--- config.mk ---
export PLATFORM = sky130hd
export DESIGN_NAME = hazard_ctrl
export DESIGN_NICKNAME = d
export VERILOG_FILES = /design/src/rtl/hazard_ctrl.sv
export SDC_FILE = /design/constraint.sdc
export NUM_CORES = 1
export LEC_CHECK = 0
export CELL_PAD_IN_SITES_DETAIL_PLACEMENT = 2
export CELL_PAD_IN_SITES_GLOBAL_PLACEMENT = 2
export CORE_ASPECT_RATIO = 1.4
export CORE_UTILIZATION = 40
export CTS_BUF_LIST = sky130_fd_sc_hd__clkbuf_8 sky130_fd_sc_hd__clkbuf_16
export DETAILED_ROUTE_END_ITERATION = 7
export DONT_BUFFER_PORTS = 1
export HOLD_SLACK_MARGIN = 0.12
export PLACE_DENSITY_LB_ADDON = 0.1
export RECOVER_POWER = 25
export SYNTH_ARGS = -nofsm -noshare
export SYNTH_HDL_FRONTEND = slang
export SYNTH_SLANG_ARGS = --single-unit
export TNS_END_PERCENT = 5
--- constraint.sdc ---
create_clock -name clk -period 5.7 [get_ports clk]
set_clock_uncertainty 0.05 [all_clocks]
set_input_delay 1.14 -clock clk [delete_from_list [all_inputs] [get_ports clk]]
set_output_delay 1.14 -clock clk [all_outputs]
set_load 0.005 [all_outputs]
--- src/rtl/hazard_ctrl.sv ---
// hazard_ctrl: load-use stall, multi-cycle EX sequencing and branch flush
// for the 5-stage core, with saturating stall/flush statistics.
module hazard_ctrl #(
    parameter int MC_LAT = 3,
    parameter int CNT_W  = 16
) (
    input  logic             clk,
    input  logic             arst_n,
    input  logic [4:0]       id_rs1_addr,
    input  logic [4:0]       id_rs2_addr,
    input  logic             id_uses_rs1,
    input  logic             id_uses_rs2,
    input  logic [4:0]       ex_rd,
    input  logic             ex_memread,
    input  logic             ex_is_mc,
    input  logic             ex_branch_taken,
    output logic             pc_write,
    output logic             if_id_write,
    output logic             if_id_flush,
    output logic             id_ex_write,
    output logic             id_ex_bubble,
    output logic             ex_mem_bubble,
    output logic             busy,
    output logic [CNT_W-1:0] stall_cnt,
    output logic [CNT_W-1:0] flush_cnt
);

    localparam int CW = $clog2(MC_LAT) + 1;
    localparam int unsigned INIT = (MC_LAT > 1) ? MC_LAT - 2 : 0;
    localparam logic [CW-1:0] CNT_INIT = CW'(INIT);
    localparam bit MC_EN = (MC_LAT > 1);
    localparam logic [CNT_W-1:0] CNT_MAX = {CNT_W{1'b1}};

    typedef enum logic {
        RUN,
        BUSY
    } state_t;

    state_t        state;
    state_t        state_nxt;
    logic [CW-1:0] cnt;
    logic [CW-1:0] cnt_nxt;

    logic rs1_hit;
    logic rs2_hit;
    logic load_use;
    logic mc_go;

    assign rs1_hit  = id_uses_rs1 && (id_rs1_addr == ex_rd);
    assign rs2_hit  = id_uses_rs2 && (id_rs2_addr == ex_rd);
    assign load_use = ex_memread && (ex_rd != 5'd0) && (rs1_hit || rs2_hit);
    assign mc_go    = MC_EN && ex_is_mc;

    always_comb begin
        state_nxt     = state;
        cnt_nxt       = cnt;
        pc_write      = 1'b1;
        if_id_write   = 1'b1;
        id_ex_write   = 1'b1;
        if_id_flush   = 1'b0;
        id_ex_bubble  = 1'b0;
        ex_mem_bubble = 1'b0;
        unique case (state)
            RUN: begin
                if (mc_go) begin
                    pc_write      = 1'b0;
                    if_id_write   = 1'b0;
                    id_ex_write   = 1'b0;
                    ex_mem_bubble = 1'b1;
                    state_nxt     = BUSY;
                    cnt_nxt       = CNT_INIT;
                end else if (ex_branch_taken) begin
                    // branch wins over load-use: the dependent op is squashed
                    if_id_flush  = 1'b1;
                    id_ex_bubble = 1'b1;
                end else if (load_use) begin
                    pc_write     = 1'b0;
                    if_id_write  = 1'b0;
                    id_ex_bubble = 1'b1;
                end
            end
            BUSY: begin
                if (cnt != '0) begin
                    pc_write      = 1'b0;
                    if_id_write   = 1'b0;
                    id_ex_write   = 1'b0;
                    ex_mem_bubble = 1'b1;
                    cnt_nxt       = cnt - CW'(1);
                end else begin
                    state_nxt = RUN;
                end
            end
            default: begin
                state_nxt = RUN;
                cnt_nxt   = '0;
            end
        endcase
    end

    always_ff @(posedge clk or negedge arst_n) begin
        if (!arst_n) begin
            state <= RUN;
            cnt   <= '0;
        end else begin
            state <= state_nxt;
            cnt   <= cnt_nxt;
        end
    end

    always_ff @(posedge clk or negedge arst_n) begin
        if (!arst_n) begin
            stall_cnt <= '0;
            flush_cnt <= '0;
        end else begin
            if (!pc_write && stall_cnt != CNT_MAX)
                stall_cnt <= stall_cnt + CNT_W'(1);
            if (if_id_flush && flush_cnt != CNT_MAX)
                flush_cnt <= flush_cnt + CNT_W'(1);
        end
    end

    assign busy = (state == BUSY);

endmodule

=== After elaboration in Yosys (flattened, before gate mapping) ===
Cells that the tools add are included.

* Register bits after elaboration: 36
* Latch bits: 0
* RAM bits: 0
* ROM bits: 0
* Output and inout port bits: 39
* Logic and storage cells: 45
* Memories: 0

* $add $sub $neg: 3
* Multipliers: 0
* Divide/modulo/power cells: 0
* Magnitude comparators: 0
* Eq/ne operators: 6
* Shifts and indexed selects: 0
* Muxes and demuxes: 20
* Bitwise logic cells: 1
* Reductions and logical operators: 11

{| class="wikitable"
|+ Operator list
! kind !! number
|-
| adder 16 x 1 -> 16 bit (second input constant) || 2
|-
| inequality test 16 bit (second input constant) || 2
|-
| 2-to-1 mux 1 bit || 14
|-
| equality test 5 bit || 2
|-
| logical AND 1 bit || 6
|-
| 2-to-1 mux 3 bit || 2
|-
| case mux 1 bit (2 select lines) || 3
|-
| case mux 3 bit (2 select lines) || 1
|-
| nonzero test 5 bit || 1
|-
| nonzero test 3 bit || 1
|-
| subtractor 3 x 1 -> 3 bit (second input constant) || 1
|-
| inequality test 2 x 1 -> 1 bit (second input constant) || 1
|-
| inequality test 2 bit (second input constant) || 1
|-
| AND reduction 2 bit || 1
|-
| zero test 1 bit || 1
|-
| logical OR 1 bit || 1
|-
| inverter 1 bit || 1
|}

=== Depth between registers and ports, before layout ===
Gate-level depths: netlist (run 1).

* Word-level depth: 10
* Gate-level depth with buffers: 8
* Mapped depth without buffers: 8

=== Worst setup path after synthesis (run 1) ===
Ideal clock, no wire load.

* Path type: input to output
* Start point: input port ex_rd[0]
* End point: output port pc_write
* Data arrival time: 2.247 ns
* Setup slack: 2.263 ns
* Stages: 4
* Path through: or4_4 > o211a_1 > a21oi_1 > buf_4

* Word-level cells in the longest chain between the ends: 8
* Elaborated cells between the ends (all ways): 12
* Those cells by class: 2 x eq/ne; 4 x mux; 6 x reduce/logical

{| class="wikitable"
|+ RTL lines
! item !! RTL line !! RTL
|-
| start: declaration || 13 || <nowiki>input logic [4:0] ex_rd,</nowiki>
|-
| equality test 5 bit, on equally long branches || 49, 50 ||
|-
| logical AND 1 bit, on equally long branches || 49, 50 ||
|-
| logical OR 1 bit || 51 || <nowiki>assign load_use = ex_memread && (ex_rd != 5'd0) && (rs1_hit || rs2_hit);</nowiki>
|-
| logical AND 1 bit (*) || 51 ||
|-
| 2-to-1 mux 1 bit (*) (3 in series) || n/a ||
|-
| case mux 1 bit (2 select lines) (*) || n/a ||
|-
| end: declaration || 17 || <nowiki>output logic pc_write,</nowiki>
|}

Mark *: on every way between the ends. The rest lies on a longest branch, timed or not.

=== Final worst setup path (run 1) ===
* Start point: input port ex_rd[0]
* End point: output port if_id_write

* Word-level cells in the longest chain between the ends: 8
* Elaborated cells between the ends (all ways): 12
* Those cells by class: 2 x eq/ne; 4 x mux; 6 x reduce/logical

{| class="wikitable"
|+ RTL lines
! item !! RTL line !! RTL
|-
| equality test 5 bit, on equally long branches || 49, 50 ||
|-
| logical AND 1 bit, on equally long branches || 49, 50 ||
|-
| logical OR 1 bit || 51 ||
|-
| logical AND 1 bit (*) || 51 ||
|-
| 2-to-1 mux 1 bit (*) || 76 || <nowiki>end else if (load_use) begin</nowiki>
|-
| 2-to-1 mux 1 bit (*) || 72 || <nowiki>end else if (ex_branch_taken) begin</nowiki>
|-
| 2-to-1 mux 1 bit (*) || 65 || <nowiki>if (mc_go) begin</nowiki>
|-
| case mux 1 bit (2 select lines) (*) || 63 || <nowiki>unique case (state)</nowiki>
|-
| end: declaration || 18 || <nowiki>output logic if_id_write,</nowiki>
|}

Marked as above.

==> reports/metrics.cfg, run 1 <==
[sta]
grt_setup_unrepaired = no
finalCritPeriodShare_pct = 61.3
fmax_mhz = 286
tightest_slew_ns = 0.576
final-hold-violation-count = 0
tns_ns = 0
fin_crit_ns = 3.49
slew_viol_final = 0
setup-violations-final = 0
maxSlewHeadroom_pct = 61.2

[critical_path]
slowest_delay_ns = 0.53
endpoint = if_id_write
slowest_stage = or4_4
reg2reg_from = stall_cnt[0]
crit_type = in2out
rr_worst_depth = 6
crit_start = ex_rd[0]
cp-end-kind = output port
crit_arrival_ns = 2.30
rrSetupSlack_ns = 3.32
required_ns = 4.51
path_cells = or4_4 -> o211a_1 -> a21oi_1
crit_path_max_fanout = 3
r2r_end = stall_cnt[1]
cp_num_buf_inv = 0
worst-path-stages = 3
cp-start-kind = input pin
crit_family = compound AO/OA/AOI/OAI gates

[clock_network]
cts_max_level = 2
ctsHoldBuffers = 0
clkSlewWorstSetupHoldPaths_ns = 0.07
post-cts-setup-buffers = 0
clock_path_buffers = 2
tritoncts = yes
cts_resized = 0
clk_latency_ns = 0.29
root_buffer = clkbuf_8
numCtsBuffers = 5
cts.sinks = 36

[die]
start_util_pct = 41.8
row_count = 29
die_height_um = 83.5
core_um2 = 4540
io_pins = 61
dieWidth_um = 60.2
dieArea_um2 = 5020

[grt]
grt_pass1_wl_um = 7840
grt_max_degree = 37
grt_usage_pct = 21.1
antenna_found_initial = 0
first_global_vias = 1678
overflow = 0

[yosys]
synthTopCellsByCount = 36 x dfrtp_1, 25 x xnor2_1, 21 x nand2_1
yosys-top-cells-area = dfrtp_1 48%, xnor2_1 12%, xor2_1 6.5%
yosysUniqueCellTypes = 36
synth_nets = 207
postSynthAreaPerCell_um2 = 10.5
ys_ff_latch = 36
synth_top_area_cell = dfrtp_1
async_flop_share_pct = 100
yosys_warnings = 0
syn_inst = 181
synth_edf_count = 0
yosys.cell_count.top_type = dfrtp_1
synth_top_cell_area_share_pct = 47.5
synthFlopType = dfrtp_1
ys_seq_area_share_pct = 47.5
syn-cell-area_um2 = 1900

[layout]
stdcell_count = 250
nFillCells = 497
drive_gt1_share_pct = 10.1
syn_to_final_growth_pct = 9.37
n_antenna_cell = 0
fin_nets = 213

[run]
maxCapViolCount = 0

[pwr]
peakVddDrop_mv = 0.215
power_leakage_nw = 0.879
powerDensity_nw_per_um2 = 433

[drt]
first_iter_violations = 39
wl_um = 4700
viasPerCell = 5.62
wl_per_cell_um = 18.8
route.detailed.drc = 0
first_pass_iters = 4
vias = 1406
drtAntennaViolNets = 0

[min_path]
min-delay-start = cnt[0]
min_path_type = reg2reg

[place]
dp_cells = 242
place.gp.congestion = 0.771
io_buffers = 0
hpwl_um = 3680

[run_status]
status = completed

## kinds of logic after synthesis
family          after synthesis  share of synthesized area (%)
mux                           3                           1.98
flops                        36                           47.5
compound gates               16                           8.05
xor+xnor                     39                           18.0
fa+ha+maj                     4                           2.64
simple gates                 76                           20.2
buf+inv                       7                           1.58
## power by group
| part | switching [mW] | internal (mW) | total [mW] |
|---|---|---|---|
| Clock | 0.0905 | 0.128 | 0.219 |
| Combinational | 0.135 | 0.111 | 0.246 |
| Sequential | 0.106 | 0.327 | 0.433 |
## routing by layer
layer	share of wire [%]	routed length [um]	track usage [%]
met1	34	1610	21.1
met2	58	2730	39.0
met3	6.1	289	6.51
met4	1.4	68	6.77
met5	0	0	0
## stage by stage
| stage | hold WS [ns] | setup slack [ns] | cell area, um^2 | total power, mW | util (%) |
|---|---|---|---|---|---|
| 2_1_floorplan | 0.410 | 2.26 | 1900 | 0.614 | - |
| 3_3_place_gp | 0.443 | 2.22 | 1970 | 0.667 | 43.3 |
| 3_5_place_dp | 0.442 | 2.21 | 1970 | 0.689 | 43.3 |
| 4_1_cts | 0.456 | 2.21 | 2070 | 0.917 | 45.7 |
| 5_1_grt | 0.465 | 2.19 | 2070 | 0.971 | 45.7 |
| 6_report | 0.450 | 2.21 | 2070 | 0.898 | 45.7 |
## registers in the layout, summed over array words and instances (netlist names)
register	count
stall_cnt	16
flush_cnt	16
busy	1
cnt	3
## final cells by class
cell class / count / area, um^2 / area share (%)
clock buffer: 5 / 68.8 / 3.32
sequential: 36 / 901 / 43.5
inverter: 6 / 22.5 / 1.09
tap: 62 / 77.6 / 3.74
multi-input combinational: 138 / 965 / 46.5
clock inverter: 3 / 38.8 / 1.87
## cells in the final DEF (no fill, tap or decap), types with 4 or more instances in the layout
cell type,instances
xnor2_1,25
inv_1,7
xor2_1,14
nand2_1,21
nor3_1,10
nand4_1,9
nor2_1,13
clkbuf_8,5
ha_1,4
nand3_1,9
dfrtp_1,36
## how the worst min path moves through the flow
| stage | end | cells past startpoint | slack [ns] |
|---|---|---|---|
| after floorplan | cnt[0] | 1 | 0.41 |
| after global placement | cnt[0] | 1 | 0.44 |
| after detailed placement | cnt[0] | 1 | 0.44 |
| after CTS | cnt[0] | 1 | 0.46 |
| after global routing | stall_cnt[6] | 0 | 0.46 |
| final | cnt[0] | 1 | 0.45 |
(Power assumes the default switching activity.)
==> inputs of run 2 (changes only) <==
--- a/config.mk
+++ b/config.mk
@@ -8,7 +8,7 @@
 export CELL_PAD_IN_SITES_DETAIL_PLACEMENT = 2
 export CELL_PAD_IN_SITES_GLOBAL_PLACEMENT = 2
 export CORE_ASPECT_RATIO = 1.4
-export CORE_UTILIZATION = 40
+export CORE_UTILIZATION = 38
 export CTS_BUF_LIST = sky130_fd_sc_hd__clkbuf_8 sky130_fd_sc_hd__clkbuf_16
 export DETAILED_ROUTE_END_ITERATION = 7
 export DONT_BUFFER_PORTS = 1
==> constraint.sdc (replaced) <==
create_clock -name clk -period 3.3 [get_ports clk]
set_clock_uncertainty 0.05 [all_clocks]
set_input_delay 0.66 -clock clk [delete_from_list [all_inputs] [get_ports clk]]
set_output_delay 0.66 -clock clk [all_outputs]
set_load 0.005 [all_outputs]
==> run 2 against run 1 <==
  * The run now ends with max-capacitance violations, max-slew violations left
  * Global-route usage down 0.57 points
  * Combinational power increased by 81%
  * First-iteration DRC count is 38% lower
  * Total power is 75% higher
==> reports/metrics.cfg, run 2 (synthesized netlist as in run 1, its figures left out) <==
[critical_path]
crit_type = reg2out
reg2reg_from = stall_cnt[0]
crit_path_max_fanout = 5
cp-end-kind = output port
cp-start-kind = register
required_ns = 2.59
endpoint = pc_write
rrSetupSlack_ns = 0.93
crit_start = cnt[0]
crit_arrival_ns = 1.86
rr_worst_depth = 6
r2r_end = stall_cnt[1]

[clock_network]
clk_latency_ns = 0.28
clkSlewWorstSetupHoldPaths_ns = 0.07
cts_resized = 0
cts_max_level = 2
clock_path_buffers = 2
numCtsBuffers = 5
tritoncts = yes
root_buffer = clkbuf_8
post-cts-setup-buffers = 0
cts.sinks = 36

[sta]
fmax_mhz = 389
final-hold-violation-count = 0
slew_viol_final = 37
tns_ns = 0
fin_crit_ns = 2.57
hold_slack_ns = 0.453
finalCritPeriodShare_pct = 77.9
grt_setup_unrepaired = no
setup-violations-final = 0
tightest_slew_ns = 1.97
maxSlewHeadroom_pct = -31.7

[die]
core_um2 = 4800
io_pins = 61
dieArea_um2 = 5280
dieWidth_um = 61.7
row_count = 30
start_util_pct = 39.5
die_height_um = 85.6

[place]
place.gp.congestion = 0.795
hpwl_um = 3700
io_buffers = 0

[pwr]
power_leakage_nw = 0.880
powerDensity_nw_per_um2 = 757
peakVddDrop_mv = 0.314

[grt]
first_global_vias = 1653
overflow = 0
grt_pass1_wl_um = 7890
grt_usage_pct = 20.5
antenna_found_initial = 0
grt_max_degree = 37

[layout]
final_common_cell = dfrtp_1
n_antenna_cell = 0
drive_gt1_share_pct = 10.1
fin_nets = 214
top_regs = flush_cnt: 16 flops, stall_cnt: 16 flops, cnt: 3 flops
layout_common_cells = 36 x dfrtp_1, 25 x xnor2_1, 21 x nand2_1
syn_to_final_growth_pct = 9.70
nFillCells = 543

[run]
maxCapViolCount = 1

[drt]
first_pass_iters = 3
wl_um = 4870
first_iter_violations = 24
wl_per_cell_um = 19.2
viasPerCell = 5.53
route.detailed.drc = 0
drtAntennaViolNets = 0
vias = 1398

[run_status]
violations = max-capacitance violations, max-slew violations
status = finished with violations

[min_path]
min_path_type = reg2reg

run 2: final cells by class:
type	instances	area, um^2	share of cell area (%)
clock buffer	5	68.8	3.31
clock inverter	3	38.8	1.87
inverter	6	22.5	1.08
multi-input combinational	138	965	46.4
sequential	36	901	43.3
tap	64	80.1	3.85
timing repair buffer	1	3.75	0.181
run 2: routing by layer:
layer  track usage [%]  wire [um]  vias up  share of wire, %
met5                 0          0        -                 0
met4              6.26         49        0               1.0
met3              6.03        268        4               5.5
met2              38.8       2860       45                59
met1              20.3       1690      710                35
li1                  -          -      639                 -
run 2: timing repair:
item / in CTS / in global routing
hold endpoints to repair: 36 / 0
endpoints found under the setup margin: 0 / 0
hold buffers: 1 / 0
run 2: report_power, final:
part | switching [mW] | internal, mW | total [mW]
Combinational | 0.252 | 0.194 | 0.445
Clock | 0.157 | 0.221 | 0.378
Sequential | 0.186 | 0.564 | 0.750
run 2: how the worst min path moves through the flow:
stage                     startpoint      endpoint  cells past startpoint  slack [ns]
after floorplan               arst_n          busy                      0        0.31
after global placement        arst_n        cnt[2]                      0        0.32
after detailed placement      arst_n        cnt[2]                      0        0.32
after CTS                     arst_n  stall_cnt[5]                      1        0.15
after global routing          cnt[0]        cnt[0]                      1        0.48
final                         cnt[0]        cnt[0]                      1        0.45
run 2: metrics by stage:
step	area (um^2)	power, mW	std cells	worst slack, ns	utilization (%)
5_1_grt	2080	1.69	253	0.560	43.3
4_1_cts	2100	1.61	253	0.698	43.6
3_3_place_gp	1970	1.15	244	0.864	41.0
2_1_floorplan	1900	1.06	181	0.823	-
3_5_place_dp	1970	1.20	244	0.845	41.0
6_report	2080	1.57	253	0.729	43.3
run 2: critical path, cell delays in order (launching register included):
cell	delay (ns)
dfrtp_1	0.39
inv_1	0.11
ha_1	0.19
nor2b_1	0.18
a21o_1	0.26
inv_1	0.17
a21oi_1	0.28
==> inputs of run 3 (changes only) <==
==> constraint.sdc (replaced) <==
create_clock -name clk -period 2.4 [get_ports clk]
set_clock_uncertainty 0.05 [all_clocks]
set_input_delay 0.48 -clock clk [delete_from_list [all_inputs] [get_ports clk]]
set_output_delay 0.48 -clock clk [all_outputs]
set_load 0.005 [all_outputs]
==> run 3 against run 2 <==
  * The run now ends clean
  * Largest power group unchanged
  * Register-to-register slack worse by 0.79 ns
  * Clock power is 16% higher
  * Non-clock buffer count is 2 higher
  * Die area stayed put
==> reports/metrics.cfg, run 3 (synthesized netlist as in run 1, its figures left out) <==
[grt]
met2_usage_pct = 38.6
first_global_vias = 1628
grt_usage_pct = 20.0
grt_pass1_wl_um = 7690
met1_usage_pct = 19.5
overflow = 0
busiest_layer = met2
grt_max_degree = 37
met3_usage_pct = 4.98
antenna_found_initial = 0

[pwr]
powerDensity_nw_per_um2 = 1010
peakVddDrop_mv = 0.487
total_power_mw = 2.11
power_leakage_nw = 0.885

[run]
maxCapViolCount = 0

[sta]
finalCritPeriodShare_pct = 94.2
grt_setup_unrepaired = no
tightest_slew_ns = 0.907
setup-violations-final = 0
maxSlewHeadroom_pct = 39.5
fin_crit_ns = 2.26
slew_viol_final = 0
setup_ws_ns = 0.138
fmax_mhz = 442
final-hold-violation-count = 0
tns_ns = 0

[clock_network]
cts.sinks = 36
clkSlewWorstSetupHoldPaths_ns = 0.07
clock_path_buffers = 2
cts_max_level = 2
post-cts-setup-buffers = 0
root_buffer = clkbuf_8
tritoncts = yes
numCtsBuffers = 5
clk_latency_ns = 0.28

[place]
dp_cells = 245
place.gp.congestion = 0.792
hpwl_um = 3760
dp_slack_ns = 0.157
io_buffers = 0

[critical_path]
r2r_end = stall_cnt[1]
crit_arrival_ns = 2.38
crit_path_max_fanout = 10
crit_type = reg2reg
cp-start-kind = register
endpoint = stall_cnt[1]
rrSetupSlack_ns = 0.14
required_ns = 2.52
crit_start = stall_cnt[0]
reg2reg_from = stall_cnt[0]
cp-end-kind = register
rr_worst_depth = 6

[layout]
top_regs = flush_cnt: 16 flops, stall_cnt: 16 flops, cnt: 3 flops
final_common_cell = dfrtp_1
drive_gt1_share_pct = 12.6
stdcell_count = 255
fin_nets = 216
syn_to_final_growth_pct = 10.5
layout_common_cells = 36 x dfrtp_1, 25 x xnor2_1, 21 x nand2_1
n_antenna_cell = 0

[drt]
first_iter_violations = 11
wl_per_cell_um = 19.1
route.detailed.drc = 0
viasPerCell = 5.50
drtAntennaViolNets = 0
first_pass_iters = 2
vias = 1403
wl_um = 4870

[die]
die_height_um = 85.6
row_count = 30
dieArea_um2 = 5280
core_um2 = 4800
io_pins = 61
start_util_pct = 39.5
dieWidth_um = 61.7

[min_path]
min-delay-start = cnt[0]
min_path_type = reg2reg

[run_status]
status = completed

## run 3: cell types whose count changed in the layout (fill, tap and decap cells not counted)
cell,before,now
a21oi_4,1,2
dlygate4sd3_1,0,1
a21oi_1,2,1
clkbuf_8,5,6
clkinv_2,1,2
bufinv_16,1,0
inv_1,7,5
inv_2,0,1
clkbuf_2,0,1
clkbuf_1,1,0
buf_4,0,1
## run 3: worst min-delay path by stage
stage	depth (start not counted)	slack (ns)	to
3_5_place_dp	0	0.14	cnt[2]
2_1_floorplan	0	0.13	busy
4_1_cts	1	0.48	stall_cnt[15]
6_report	1	0.47	cnt[0]
3_3_place_gp	0	0.14	cnt[2]
5_1_grt	1	0.50	stall_cnt[15]
## run 3: cell type report
class / instances / area (um^2)
flip-flops and latches: 36 / 901
clock inverters: 2 / 10.0
multi-input cells: 138 / 976
well taps: 64 / 80.1
clock buffers: 6 / 82.6
inverters: 6 / 22.5
repair buffers: 3 / 22.5
fillers: 539 / 2710
## run 3: per-stage QoR
step | hold slack, ns | cell area (um^2) | utilization [%]
finish | 0.466 | 2090 | 43.6
floorplan | 0.134 | 1900 | -
CTS | 0.477 | 2100 | 43.7
global route | 0.501 | 2090 | 43.6
global placement | 0.136 | 1980 | 41.1
detailed placement | 0.136 | 1980 | 41.1
## run 3: metal layers
layer	vias to the layer above	routed length [um]
li1	643	-
met1	714	1760
met2	42	2790
met3	4	266
met4	0	57
met5	-	0
## run 3: power breakdown
part	total [mW]	switching, mW	internal, mW
Sequential	1.04	0.260	0.776
Clock	0.440	0.211	0.229
Combinational	0.634	0.354	0.279
Total	2.11	0.826	1.28
## run 3: what timing repair did
action / CTS / global route
gates resized for setup: 0 / 3
hold buffers: 2 / 0
endpoints found under the setup margin: 0 / 2
hold endpoints to repair: 36 / 0
## run 3: worst max-delay path, cell delays in order, from the launching register on
cell and delay (ns):
dfrtp_1 0.46, ha_1 0.30, nand4_1 0.12, nor4_1 0.38
a21oi_1 0.19, a21oi_4 0.32, mux2_4 0.33
